$ cat config.mk
export PLATFORM = sky130hd
export DESIGN_NAME = modk_timer_ctrl
export DESIGN_NICKNAME = d
export VERILOG_FILES = /design/src/rtl/modk_timer_ctrl.sv
export SDC_FILE = /design/constraint.sdc
export NUM_CORES = 1
export LEC_CHECK = 0
export BUFFER_PORTS_ARGS = -buffer_cell sky130_fd_sc_hd__buf_4
export CELL_PAD_IN_SITES_DETAIL_PLACEMENT = 2
export CELL_PAD_IN_SITES_GLOBAL_PLACEMENT = 2
export CORE_MARGIN = 4
export CORE_UTILIZATION = 40
export DETAILED_ROUTE_END_ITERATION = 10
export PLACE_DENSITY = 0.86
export SLEW_MARGIN = 30
export SYNTH_ARGS = -nofsm -noshare
export SYNTH_HDL_FRONTEND = slang
export SYNTH_SLANG_ARGS = --single-unit
$ cat constraint.sdc
create_clock -name clock -period 6.1 [get_ports clock]
set_input_delay 0.61 -clock clock [delete_from_list [all_inputs] [get_ports clock]]
set_output_delay 0.61 -clock clock [all_outputs]
set_load 0.005 [all_outputs]
$ cat src/rtl/modk_timer_ctrl.sv
// rtl/modk_timer_ctrl.sv - prescaled mod-k counter sequencer with valid/ready configuration
module modk_timer_ctrl #(
  parameter int N         = 4,
  parameter int K_DEFAULT = 10,
  parameter int PRESCALE  = 50_000_000,
  parameter int PW        = 26
) (
  input  logic         clock,
  input  logic         reset,
  input  logic         cfg_valid,
  output logic         cfg_ready,
  input  logic [N-1:0] cfg_k,
  input  logic         cfg_mode,
  input  logic         start,
  input  logic         stop,
  input  logic         clear,
  output logic [N-1:0] count,
  output logic         tick,
  output logic         wrap,
  output logic         done,
  output logic         busy,
  output logic [1:0]   state
);

  typedef enum logic [1:0] {
    IDLE  = 2'b00,
    RUN   = 2'b01,
    PAUSE = 2'b10,
    DONE  = 2'b11
  } state_t;

  localparam logic [PW-1:0] PRESC_LAST = PW'(PRESCALE - 1);
  localparam logic [N-1:0]  K_RST      = N'(K_DEFAULT);

  state_t        st, st_nxt;
  logic [PW-1:0] presc, presc_nxt;
  logic [N-1:0]  count_nxt;
  logic [N-1:0]  k_reg;
  logic [N-1:0]  term;
  logic          mode;
  logic          tick_nxt, wrap_nxt;
  logic          at_term, presc_end;

  // k=0 wraps naturally to term=2^N-1 in N-bit arithmetic
  assign term      = k_reg - N'(1);
  assign at_term   = (count == term);
  assign presc_end = (presc == PRESC_LAST);

  assign cfg_ready = (st == IDLE) || (st == DONE);
  assign done      = (st == DONE);
  assign busy      = (st == RUN);
  assign state     = st;

  // Next state: the RUN-cycle update (prescaler step / tick) is applied first,
  // then the highest-priority command (clear > stop > start) acts on that result
  always_comb begin
    st_nxt    = st;
    count_nxt = count;
    presc_nxt = presc;
    tick_nxt  = 1'b0;
    wrap_nxt  = 1'b0;

    if (st == RUN) begin
      if (presc_end) begin
        presc_nxt = '0;
        tick_nxt  = 1'b1;
        wrap_nxt  = at_term;
        count_nxt = at_term ? '0 : count + 1'b1;
        if (mode && at_term) begin
          st_nxt = DONE;
        end
      end else begin
        presc_nxt = presc + 1'b1;
      end
    end

    if (clear) begin
      st_nxt    = IDLE;
      count_nxt = '0;
      presc_nxt = '0;
    end else if (stop) begin
      if (st_nxt == RUN) begin
        st_nxt = PAUSE;
      end
    end else if (start) begin
      if ((st_nxt == IDLE) || (st_nxt == DONE)) begin
        st_nxt    = RUN;
        count_nxt = '0;
        presc_nxt = '0;
      end else if (st_nxt == PAUSE) begin
        st_nxt = RUN;
      end
    end
  end

  // Sequencer, counter, prescaler and pulse registers
  always_ff @(posedge clock or posedge reset) begin
    if (reset) begin
      st    <= IDLE;
      count <= '0;
      presc <= '0;
      tick  <= 1'b0;
      wrap  <= 1'b0;
    end else begin
      st    <= st_nxt;
      count <= count_nxt;
      presc <= presc_nxt;
      tick  <= tick_nxt;
      wrap  <= wrap_nxt;
    end
  end

  // Configuration latch; only open while the counter is idle or finished
  always_ff @(posedge clock or posedge reset) begin
    if (reset) begin
      k_reg <= K_RST;
      mode  <= 1'b0;
    end else if (cfg_valid && cfg_ready) begin
      k_reg <= cfg_k;
      mode  <= cfg_mode;
    end
  end

endmodule
== Word-level counts from Yosys, hierarchy flattened ==
Cells that the tools add are included.

* Muxes and demuxes: 26
* Equal/unequal tests: 7
* $add $sub $neg: 3
* Reduce and logical (&&, ||, !) cells: 6

{| class="wikitable"
|+ Operators by type and width
! cell !! count
|-
| $mux W26 || 6
|-
| $mux W4 || 7
|-
| $add A26 B1 Y26 const B || 1
|-
| $eq A26 B26 Y1 const B || 1
|-
| $mux W2 || 9
|-
| $eq A2 B2 Y1 const B || 3
|-
| $add A4 B1 Y4 const B || 1
|-
| $eq A2 B1 Y1 const B || 2
|-
| $eq A4 B4 Y1 || 1
|-
| $logic_not A2 Y1 || 2
|-
| $mux W1 || 4
|-
| $sub A4 B1 Y4 const B || 1
|-
| $logic_and A1 B1 Y1 || 2
|-
| $logic_or A1 B1 Y1 || 2
|}

* Output and inout bits: 11
* Input bits: 11
* Logic and storage cells: 49
* Register bits after elaboration: 39

== Depth between registers and ports, before layout ==
Gate-level depths: netlist (run 1).

* Depth after elaboration: 12
* Gate-level depth with buffers: 12
* Depth with buffers taken out: 11

== Worst setup path before layout (run 1) ==
No wires, ideal clock.

* Path type: register to register
* Start: reg k_reg[1]
* End: reg st[1] (netlist: state[1])
* Stages on the path, launching flop included: 13
* Arrival: 2.599 ns
* Slack: 3.372 ns
* Required time: 5.971 ns
* Clock period less this slack: 2.728 ns
* Setup time: 0.129 ns
* Buffers on the path: 1
* Cell sequence: dfstp_2 > inv_1 > ha_1 > xor3_1 > nor3_1 > nand2_1 > nor3_1 > or2_1 > ha_1 > o21bai_1 > clkbuf_1 > a211oi_1 > o41a_1

* Cells in the longest elaborated chain, start to end: 12
* Elaborated cells on any way between the ends: 17
* Those cells by class: add/sub: 1; eq/ne: 4; mux: 9; reduce/logical: 3

{| class="wikitable"
|+ Ends and longest elaborated chain
! element !! RTL line !! text
|-
| start, declared || 38 || <nowiki>logic [N-1:0] k_reg;</nowiki>
|-
| start signal, assigned || 119 || <nowiki>k_reg <= cfg_k;</nowiki>
|-
| $sub A4 B1 Y4 * || 45 || <nowiki>assign term = k_reg - N'(1);</nowiki>
|-
| $eq A4 B4 Y1 * || 46 || <nowiki>assign at_term = (count == term);</nowiki>
|-
| $logic_and A1 B1 Y1 * || 69 || <nowiki>if (mode && at_term) begin</nowiki>
|-
| $mux W2 * || 69 ||
|-
| $mux W2 * || 64 || <nowiki>if (presc_end) begin</nowiki>
|-
| $mux W2 * || 63 || <nowiki>if (st == RUN) begin</nowiki>
|-
| $eq A2 B2 Y1, or another cell as far along || 90 || <nowiki>end else if (st_nxt == PAUSE) begin</nowiki>
|-
| $mux W2 or $logic_or A1 B1 Y1 (tied branches) || 90, 86 ||
|-
| $mux W2 || 86 || <nowiki>if ((st_nxt == IDLE) || (st_nxt == DONE)) begin</nowiki>
|-
| $mux W2 || 85 || <nowiki>end else if (start) begin</nowiki>
|-
| $mux W2 * || 81 || <nowiki>end else if (stop) begin</nowiki>
|-
| $mux W2 * || 77 || <nowiki>if (clear) begin</nowiki>
|-
| net st_nxt[1] || 35 || <nowiki>state_t st, st_nxt;</nowiki>
|-
| end signal, assigned || 105 || <nowiki>st <= st_nxt;</nowiki>
|-
| end, declared || 35 ||
|}

Mark *: on every way through the listed nets, which the timed path passes. The rest lies on a longest branch.
A chain may end at the register's enable or synchronous reset.

== Worst setup path in the final report (run 1) ==
* Start: reg k_reg[1]
* End: reg presc[13]

* Cells in the longest elaborated chain, start to end: 12
* Elaborated cells on any way between the ends: 13
* Those cells by class: add/sub: 1; eq/ne: 2; mux: 7; reduce/logical: 3

{| class="wikitable"
|+ Ends and longest elaborated chain
! element !! RTL line !! text
|-
| $sub A4 B1 Y4 * || 45 ||
|-
| $eq A4 B4 Y1 * || 46 ||
|-
| $logic_and A1 B1 Y1 * || 69 ||
|-
| $mux W2 * || 69 ||
|-
| $mux W2 * || 64 ||
|-
| $mux W2 * || 63 ||
|-
| $eq A2 B2 Y1 or $logic_not A2 Y1 (tied branches) || 86 ||
|-
| $logic_or A1 B1 Y1 * || 86 ||
|-
| $mux W26 * || 86 ||
|-
| $mux W26 * || 85 ||
|-
| $mux W26 * || 81 ||
|-
| $mux W26 * || 77 ||
|-
| net presc_nxt[13] || 36 || <nowiki>logic [PW-1:0] presc, presc_nxt;</nowiki>
|-
| end signal, assigned || 107 || <nowiki>presc <= presc_nxt;</nowiki>
|-
| end, declared || 36 ||
|}

Marks and branches as above.

==> impl_metrics.csv, run 1 <==
group,metric,value,unit
setup_path,arrival,3.82,ns
setup_path,crit_end,"presc[13]$_DFF_PP0_",
final_layout,multi_input_area,1080,µm²
route,post-route-drc-count,0,
cts,clkTransAtPathRegs,0.08,ns
cts,post-cts-setup-buffer-count,0,
route,drt_wl_total,5.54,mm
setup_path,worstPathRequired,6.25,ns
setup_path,slowest_stage,"nand2b_1",
yosys,ys_seq_area_share,45.5,%
yosys,synth_seq_cells,39,
setup_path,worstSetupPathType,"flop to flop",
cts,numCtsBuffers,5,
timing,fmax,272,MHz
placement,gp_congestion,0.776,
setup_path,startpoint,"k_reg[1]$_DFFE_PP1P_",
power,power.total,594,µW
yosys,synth_top_area_cell,"dfrtp_1",
yosys,synth_edf_count,0,
timing,max_slew.worst_pin.slew,0.835,ns
route,vias,1635,
cts,root_buffer,"clkbuf_8",
timing,timing.final.crit_share,60.3,%
yosys,synthCells,218,
die,coreArea,5170,µm²
setup_path,cp_cell_sequence,"inv_1 -> ha_1 -> xor3_1 -> nor3_1 -> nand2_1 -> nor3_1 -> or2_1 -> ha_1 -> o21bai_1 -> buf_4 -> nand2b_1 -> nor2_1",
cts,clock_sinks,39,
die,die_w,81.3,µm
timing,finClkSkew,0.00799,ns
die,core.rowCount,26,
setup_path,r2r_slack,2.42,ns
yosys,ys_warn_count,0,
global_routing,grt_start_max_net_pins,40,
timing,max-slew-margin-rel,44.3,%
run,maxCapViolCount,0,
final_layout,fillers,552,
cts,cts_resized,0,
route,via_per_inst,5.24,
setup_path,r2r-end,"presc[13]$_DFF_PP0_",
route,detail-route-antenna-nets,0,
timing,rsz0062_at_grt,"no",
timing,drv_slew,0,
timing,hold_violations,0,
route,firstDrtPassIters,4,
yosys,syn_nets,236,
timing,hold-worst-slack,0.436,ns
final_layout,drive_above_1_share,21.1,%
final_layout,area_growth,16.4,%
yosys,synth_ff_type,"dfrtp_1",
setup_path,critical_path.endpoint_type,"flop",
setup_path,critPathTopFamily,"simple AND/OR/NAND/NOR gates",
power,ir_drop,106,µV
timing,fin_crit,3.68,ns
cts,holdBufCountCts,0,
global_routing,antenna_found_initial,0,
cts,insertion_delay,0.30,ns
hold_path,hp-class,"primary input to asynchronous set/reset pin",
global_routing,overflow,0,
route,drtIter0Drc,37,
placement,post-dp-hpwl,3.86,mm
global_routing,grt_pass1_vias,1929,
setup_path,r2r_cells,12,
cts,h-tree-depth,2,
final_layout,antenna_cells,0,
die,die_h,81.3,µm
power,powerDensity,238,nW/µm²
yosys,ys_types,44,
setup_path,timing.rr.start,"k_reg[1]$_DFFE_PP1P_",
setup_path,path_depth,12,
run_status,run_status,"finished, final reports clean",
timing,setup_violations,0,
cts,cts_max_path_buffers,2,
setup_path,cp_max_fo,21,
die,start_util,41.5,%
yosys,synth_top_area_share,43.1,%
yosys,synth_area_leaders,"dfrtp_1, xnor2_1, nor2_1, ha_1, xor2_1",
setup_path,crit_path_start_kind,"flop",
power,power_leakage,1.05,nW
yosys,synthesis.area,2150,µm²
global_routing,grtUsageTotal,19.5,%
timing,fin_setup_tns,0,ns
cts,cts_tree,"done",
die,dieArea,6610,µm²
route,wl_per_cell,17.8,µm
placement,io_buffers,21,
setup_path,slowest_delay,0.67,ns
setup_path,critPathBufInv,2,
final_layout,fin_nets,259,
die,ios,22,
yosys,syn_avg_cell_area,9.85,µm²
final_layout,largest_reg_flops,26,
final_layout,seq_area,978,µm²
yosys,async_flop_share,100,%
global_routing,grt_pass1_wl,9.63,mm
==> kinds of logic after synthesis <==
kind of cell	count (synthesis)	share of synthesized area, %
xor gates and xnor gates	29	12.5
AOI/OAI and AO/OA	17	4.60
buffers and inverters	20	4.19
and+or+nand+nor	104	28.0
adders and majority gates	7	4.08
DFF	39	45.5
muxes	2	1.05
==> placed cells by master (no fill, tap or decap), drive strengths merged, types with 2 or more instances in the layout <==
master	netlist	layout
or3	2	2
and3	4	4
nand2b	4	4
and4	2	2
buf	5	23
nor2	36	36
a21oi	8	8
nor4	6	6
xor2	9	9
nand4	8	8
or2	2	2
nand2	14	14
nor3	8	8
nand3	10	10
inv	13	13
clkbuf	2	6
dfstp	2	2
xnor2	19	19
ha	7	7
bufinv	0	2
dfrtp	37	37
mux2	2	2
o21ai	5	5
nand3b	2	2
==> cell usage after synthesis, types with 5 or more instances <==
cell     count
nand2_1     14
nor2_1      34
xnor2_1     19
a21oi_1      8
nand3_1      7
dfrtp_1     37
nor4_2       5
ha_1         7
nor3_1       8
xor2_1       9
nand4_1      6
inv_1       12
==> layer usage <==
metal  wire length (µm)  track usage [%]
met2               2930             34.7
met3                151             4.10
met1               2380             23.5
met4                 83             5.74
met5                  0                0
==> worst min path at each step <==
stage	start	to	slack (ns)	cells past startpoint
2_1_floorplan	k_reg[1]$_DFFE_PP1P_	k_reg[1]$_DFFE_PP1P_	0.49	2
3_3_place_gp	presc[25]$_DFF_PP0_	presc[25]$_DFF_PP0_	0.52	2
3_5_place_dp	presc[14]$_DFF_PP0_	presc[14]$_DFF_PP0_	0.53	2
4_1_cts	clear	state[0]$_DFF_PP0_	0.46	2
5_1_grt	clear	state[0]$_DFF_PP0_	0.47	2
6_report	reset	presc[13]$_DFF_PP0_	0.44	3
==> power breakdown <==
part / switching (mW) / leakage (nW) / internal (mW)
clock: 0.0959 / 0.0654 / 0.164
sequential: 0.00571 / 0.531 / 0.267
combinational: 0.0334 / 0.453 / 0.0283
==> final cells by class <==
type                       count  area share (%)
tap                           70            3.50
inverter                      13            1.95
clock inverter                 2            2.40
timing repair buffer          23            6.91
sequential                    39            39.1
clock buffer                   6            2.90
multi-input combinational    159            43.2
==> through the flow <==
stage               util, %  std cells  instance area, µm²  worst slack [ns]
global placement       45.8        304                2370              2.61
detailed placement     45.8        304                2370              2.38
global route           48.3        312                2500              2.02
CTS                    48.3        312                2500              2.33
floorplan                 -        218                2150              3.37
finish                 48.3        312                2500              2.42
==> worst reg2reg max path: stages (launching register included) <==
cell and delay (ns):
dfstp_2 0.53, inv_1 0.06, ha_1 0.19, xor3_1 0.34, nor3_1 0.30, nand2_1 0.23, nor3_1 0.34, or2_1 0.16
ha_1 0.22, o21bai_1 0.13, buf_4 0.19, nand2b_1 0.68, nor2_1 0.16
Power figures use the tool's default switching activity.
==> run 2: changes to the inputs <==
CORE_UTILIZATION = 34   (was 40)
PLACE_DENSITY = 0.78   (was 0.86)
clock period = 3 ns   (was 6.1 ns; I/O delays follow)
==> run 2 against run 1 <==
  * Worst hold slack got worse by 0.30 ns
  * Non-clock buffer count rose by 3
  * Final cell count rose by 2.6%
  * First-iteration DRC count did not move
  * Setup slack got worse by 2.2 ns
  * Clock skew fell by 0.0034 ns
  * Clock power rose by 77%
  * Global-route usage fell by 4.1 points
  * Via count fell by 0.12%
  * Die area rose by 16%
  * Utilization fell by 6.2 points
  * Fmax rose by 32%
  * Highest routed layer unchanged
==> impl_metrics.csv, run 2 (synthesis gave the netlist of run 1 again) <==
group,metric,value,unit
setup_path,r2r_cells,12,
run_status,run_status,"finished, final reports clean",
cts,post-cts-setup-buffer-count,0,
setup_path,critical_path.endpoint_type,"flop",
setup_path,arrival,2.96,ns
timing,hold-worst-slack,0.132,ns
cts,cts_tree,"done",
final_layout,antenna_cells,0,
placement,io_buffers,21,
final_layout,largest_reg_flops,26,
setup_path,crit_end,"presc[5]$_DFF_PP0_",
setup_path,slowest_stage,"dfstp_2",
global_routing,grt_start_max_net_pins,40,
global_routing,use_met1,19.7,%
cts,root_buffer,"clkbuf_8",
global_routing,overflow,0,
timing,drv_slew,0,
setup_path,cp_max_fo,21,
timing,hold_violations,0,
run,maxCapViolCount,0,
die,core.rowCount,28,
cts,cts_resized,0,
global_routing,gr-usage-met2,26.8,%
timing,fmax,360,MHz
cts,cts_max_path_buffers,2,
final_layout,fin_nets,262,
placement,gp_congestion,0.746,
final_layout,drive_above_1_share,22.9,%
route,detail-route-antenna-nets,0,
cts,holdBufCountCts,0,
setup_path,worstPathRequired,3.18,ns
global_routing,busiest_layer,"met2",
setup_path,path_common_cell,"ha_1",
timing,setup_violations,0,
route,wl_per_cell,16.4,µm
final_layout,area_growth,18.1,%
global_routing,grtUsageTotal,15.4,%
hold_path,hp-class,"primary input to asynchronous set/reset pin",
cts,numCtsBuffers,5,
global_routing,grt_pass1_wl,9.22,mm
power,powerDensity,456,nW/µm²
setup_path,startpoint,"k_reg[1]$_DFFE_PP1P_",
cts,clock_sinks,39,
route,vias,1633,
timing,rsz0062_at_grt,"no",
die,ios,22,
route,firstDrtPassIters,4,
power,power_leakage,1.07,nW
route,via_per_inst,5.10,
die,start_util,35.7,%
timing,max_slew.worst_pin.slew,0.577,ns
global_routing,use_met3,3.22,%
cts,h-tree-depth,2,
route,post-route-drc-count,0,
final_layout,mostFrequentLayoutCells,"dfrtp_1, nor2_1, buf_4",
timing,timing.final.crit_share,92.6,%
timing,fin_setup_tns,0,ns
route,drt_wl_total,5.26,mm
setup_path,r2r_slack,0.22,ns
setup_path,slowest_delay,0.53,ns
global_routing,grt_pass1_vias,1864,
timing,fin_crit,2.78,ns
die,coreArea,6030,µm²
power,ir_drop,212,µV
cts,clkTransAtPathRegs,0.08,ns
setup_path,timing.rr.start,"k_reg[1]$_DFFE_PP1P_",
die,die_w,87.5,µm
global_routing,antenna_found_initial,0,
die,dieArea,7650,µm²
placement,post-dp-hpwl,3.88,mm
timing,max-slew-margin-rel,61.5,%
setup_path,r2r-end,"presc[5]$_DFF_PP0_",
cts,insertion_delay,0.29,ns
final_layout,layout_commonest_cell,"dfrtp_1",
die,die_h,87.5,µm
setup_path,crit_path_start_kind,"flop",
setup_path,cp_cell_sequence,"inv_1 -> ha_1 -> xor3_1 -> nor3_4 -> nand2_1 -> nor3_1 -> or2_1 -> ha_1 -> o21bai_1 -> nand2b_1 -> buf_12 -> nor2_1",
timing,finClkSkew,0.00458,ns
route,drtIter0Drc,37,
setup_path,worstSetupPathType,"flop to flop",
==> run 2: changes by cell type in the layout (fill, tap and decap cells not counted), sizes merged <==
| cell | previous run | this run |
|---|---|---|
| clkinv | 0 | 1 |
| buf | 23 | 26 |
| bufinv | 2 | 1 |
==> run 2: worst min-delay path by stage <==
stage | startpoint | to | slack (ns) | cells past startpoint
finish | reset | k_reg[0]$_DFFE_PP0P_ | 0.13 | 3
global route | clear | state[0]$_DFF_PP0_ | 0.16 | 2
CTS | reset | k_reg[0]$_DFFE_PP0P_ | 0.15 | 3
detailed placement | reset | k_reg[0]$_DFFE_PP0P_ | 0.47 | 3
global placement | reset | k_reg[2]$_DFFE_PP0P_ | 0.47 | 3
floorplan | clear | state[0]$_DFF_PP0_ | 0.37 | 1
==> run 2: area by class of cell <==
type                    instances  area (µm²)
fillers                       673        3490
multi-input cells             159        1090
flip-flops and latches         39         978
repair buffers                 26         208
well taps                      75        93.8
clock buffers                   6        82.6
inverters                      13        48.8
clock inverters                 2        35.0
==> run 2: metrics by stage <==
| stage | cells | total power, mW | util (%) | area [µm²] | setup slack, ns |
|---|---|---|---|---|---|
| global route | 320 | 1.22 | 42.1 | 2540 | 0.00984 |
| CTS | 320 | 1.17 | 41.9 | 2530 | 0.0423 |
| floorplan | 218 | 0.648 | - | 2150 | 0.272 |
| finish | 320 | 1.16 | 42.1 | 2540 | 0.222 |
| detailed placement | 312 | 0.702 | 40.0 | 2410 | 0.144 |
| global placement | 312 | 0.695 | 40.0 | 2410 | 0.281 |
==> run 2: where the power goes <==
part | total (mW) | switching [mW] | internal (mW)
registers | 0.555 | 0.0118 | 0.543
logic | 0.143 | 0.0767 | 0.0665
clock network | 0.459 | 0.190 | 0.269
total | 1.16 | 0.278 | 0.879
==> run 2: metal layers <==
layer	part of all wire, %	vias up
li1	-	781
met1	46	825
met2	51	23
met3	2.6	4
met4	0.55	0
met5	0	-
==> run 2: critical path: cells and delay by family (launching register included) <==
family                   cells  cell delay [ns]
AO/OA/AOI/OAI                1             0.20
flip-flops                   1             0.53
adder cells (fa/ha/maj)      2             0.41
AND/OR/NAND/NOR              6             0.88
buffers and inverters        2             0.23
XOR/XNOR                     1             0.40
==> run 3: changes to the inputs <==
CORE_ASPECT_RATIO = 0.6   (was default)
PLACE_DENSITY = 0.73   (was 0.78)
==> run 3 against run 2 <==
  * Total power fell by 9.2%
  * Clock skew rose by 0.0022 ns
  * Largest power group unchanged
  * Fmax rose by 1.2%
  * Utilization fell by 0.69 points
  * Sequential share of layout area rose by 0.095 points
  * Final area fell by 0.25%
  * Wire length rose by 7.3%
  * Final cell count rose by 3.8%
  * Register-to-register slack improved by 0.03 ns
  * Worst hold slack improved by 0.052 ns
  * Combinational power barely moved
==> impl_metrics.csv, run 3 (synthesis gave the netlist of run 1 again) <==
group,metric,value,unit
power,powerDensity,415,nW/µm²
setup_path,r2r_slack,0.25,ns
final_layout,fin_nets,265,
global_routing,grt_start_max_net_pins,35,
setup_path,r2r-end,"presc[24]$_DFF_PP0_",
timing,fin_setup_tns,0,ns
hold_path,hp-class,"primary input to flop",
placement,io_buffers,21,
route,firstDrtPassIters,4,
route,via_per_inst,4.94,
timing,max_slew.worst_pin.slew,0.595,ns
final_layout,antenna_cells,0,
setup_path,r2r_cells,12,
setup_path,path_common_cell,"ha_1",
final_layout,seq_area,978,µm²
timing,fin_crit,2.75,ns
placement,pre_cts_ws,0.172,ns
placement,gp_congestion,0.728,
setup_path,cp_cell_sequence,"inv_1 -> ha_1 -> xor3_1 -> nor3_1 -> nand2_1 -> nor3_2 -> or2_1 -> ha_1 -> o21bai_1 -> nand2b_1 -> buf_12 -> nor2_1",
global_routing,overflow,0,
cts,cts_tree,"done",
setup_path,slowest_stage,"dfstp_2",
route,drtIter0Drc,50,
final_layout,fillers,663,
setup_path,worstPathRequired,3.18,ns
die,coreArea,6110,µm²
final_layout,area_growth,17.8,%
setup_path,crit_path_start_kind,"flop",
die,start_util,35.2,%
cts,cts_max_path_buffers,2,
setup_path,startpoint,"k_reg[1]$_DFFE_PP1P_",
route,drt_wl_total,5.64,mm
cts,root_buffer,"clkbuf_8",
global_routing,grt_pass1_vias,1827,
setup_path,slowest_delay,0.54,ns
run,maxCapViolCount,0,
setup_path,cp_max_fo,21,
global_routing,antenna_found_initial,0,
timing,hold-worst-slack,0.185,ns
cts,numCtsBuffers,5,
die,die_w,111,µm
die,ios,22,
timing,drv_slew,0,
timing,setup_violations,0,
run_status,run_status,"finished, final reports clean",
route,wl_per_cell,17.0,µm
setup_path,critical_path.endpoint_type,"flop",
timing,max-slew-margin-rel,60.3,%
setup_path,timing.rr.start,"k_reg[1]$_DFFE_PP1P_",
timing,timing.final.crit_share,91.5,%
global_routing,grtUsageTotal,15.8,%
global_routing,grt_pass1_wl,9.65,mm
setup_path,crit_end,"presc[24]$_DFF_PP0_",
timing,finClkSkew,0.00681,ns
timing,fin_ws,0.254,ns
final_layout,drive_above_1_share,22.6,%
die,core.rowCount,22,
route,post-route-drc-count,0,
timing,fmax,364,MHz
timing,rsz0062_at_grt,"no",
cts,h-tree-depth,2,
placement,post-dp-hpwl,4.24,mm
power,power.total,1.05,mW
setup_path,worstSetupPathType,"flop to flop",
setup_path,critPathTopFamily,"simple AND/OR/NAND/NOR gates",
die,dieArea,7700,µm²
final_layout,mostFrequentLayoutCells,"dfrtp_1, nor2_1, buf_4",
power,ir_drop,157,µV
final_layout,multi_input_area,1080,µm²
setup_path,critPathBufInv,2,
die,die_h,69.6,µm
timing,hold_violations,0,
route,vias,1639,
cts,insertion_delay,0.29,ns
setup_path,path_depth,12,
route,detail-route-antenna-nets,0,
final_layout,largest_reg_flops,26,
power,power_leakage,1.06,nW
final_layout,layout_commonest_cell,"dfrtp_1",
cts,clock_sinks,39,
setup_path,arrival,2.93,ns
cts,clkTransAtPathRegs,0.08,ns
[run 3: what timing repair did]
item	4_1_cts	5_1_grt
buffers inserted	0	0
gates resized for setup	0	1
hold buffers	1	0
setup endpoints to repair	0	20
hold endpoints to repair	4	0
[run 3: how the worst min path moves through the flow]
stage	start	endpoint	slack, ns	depth (start not counted)
after floorplan	clear	state[0]$_DFF_PP0_	0.37	1
after global placement	reset	k_reg[0]$_DFFE_PP0P_	0.23	2
after detailed placement	reset	k_reg[0]$_DFFE_PP0P_	0.23	2
after CTS	clear	state[0]$_DFF_PP0_	0.16	2
after global routing	clear	state[0]$_DFF_PP0_	0.16	2
final	clear	state[0]$_DFF_PP0_	0.18	2
[run 3: per-layer routing]
metal / up-vias / global-route usage, % / part of all wire (%)
li1: 791 / - / -
met1: 826 / 23.6 / 54
met3: 5 / 3.49 / 2.2
met2: 17 / 23.1 / 43
met4: 0 / 3.69 / 0.59
met5: - / 0 / 0
[run 3: cell type report]
type	instances	share of cell area, %
Multi-Input combinational cell	159	42.9
Sequential cell	39	38.7
Clock inverter	1	0.198
Inverter	13	1.93
Tap cell	84	4.15
Timing Repair Buffer	29	9.19
Clock buffer	7	3.02
[run 3: where the power goes]
part | leakage, nW | internal, mW | switching (mW)
clock | 0.0422 | 0.164 | 0.192
sequential | 0.531 | 0.543 | 0.0119
combinational | 0.486 | 0.0679 | 0.0722
[run 3: stage by stage]
stage               cells  util [%]  area [µm²]
global route          332      41.4        2530
global placement      323      39.8        2430
floorplan             218         -        2150
CTS                   332      41.3        2530
finish                332      41.4        2530
detailed placement    323      39.8        2430
[run 3: worst register-to-register path, cell delays in order, from the launching register on]
cell      delay [ns]
dfstp_2         0.54
inv_1           0.05
ha_1            0.18
xor3_1          0.35
nor3_1          0.22
nand2_1         0.14
nor3_2          0.22
or2_1           0.13
ha_1            0.22
o21bai_1        0.16
nand2b_1        0.17
buf_12          0.17
nor2_1          0.07
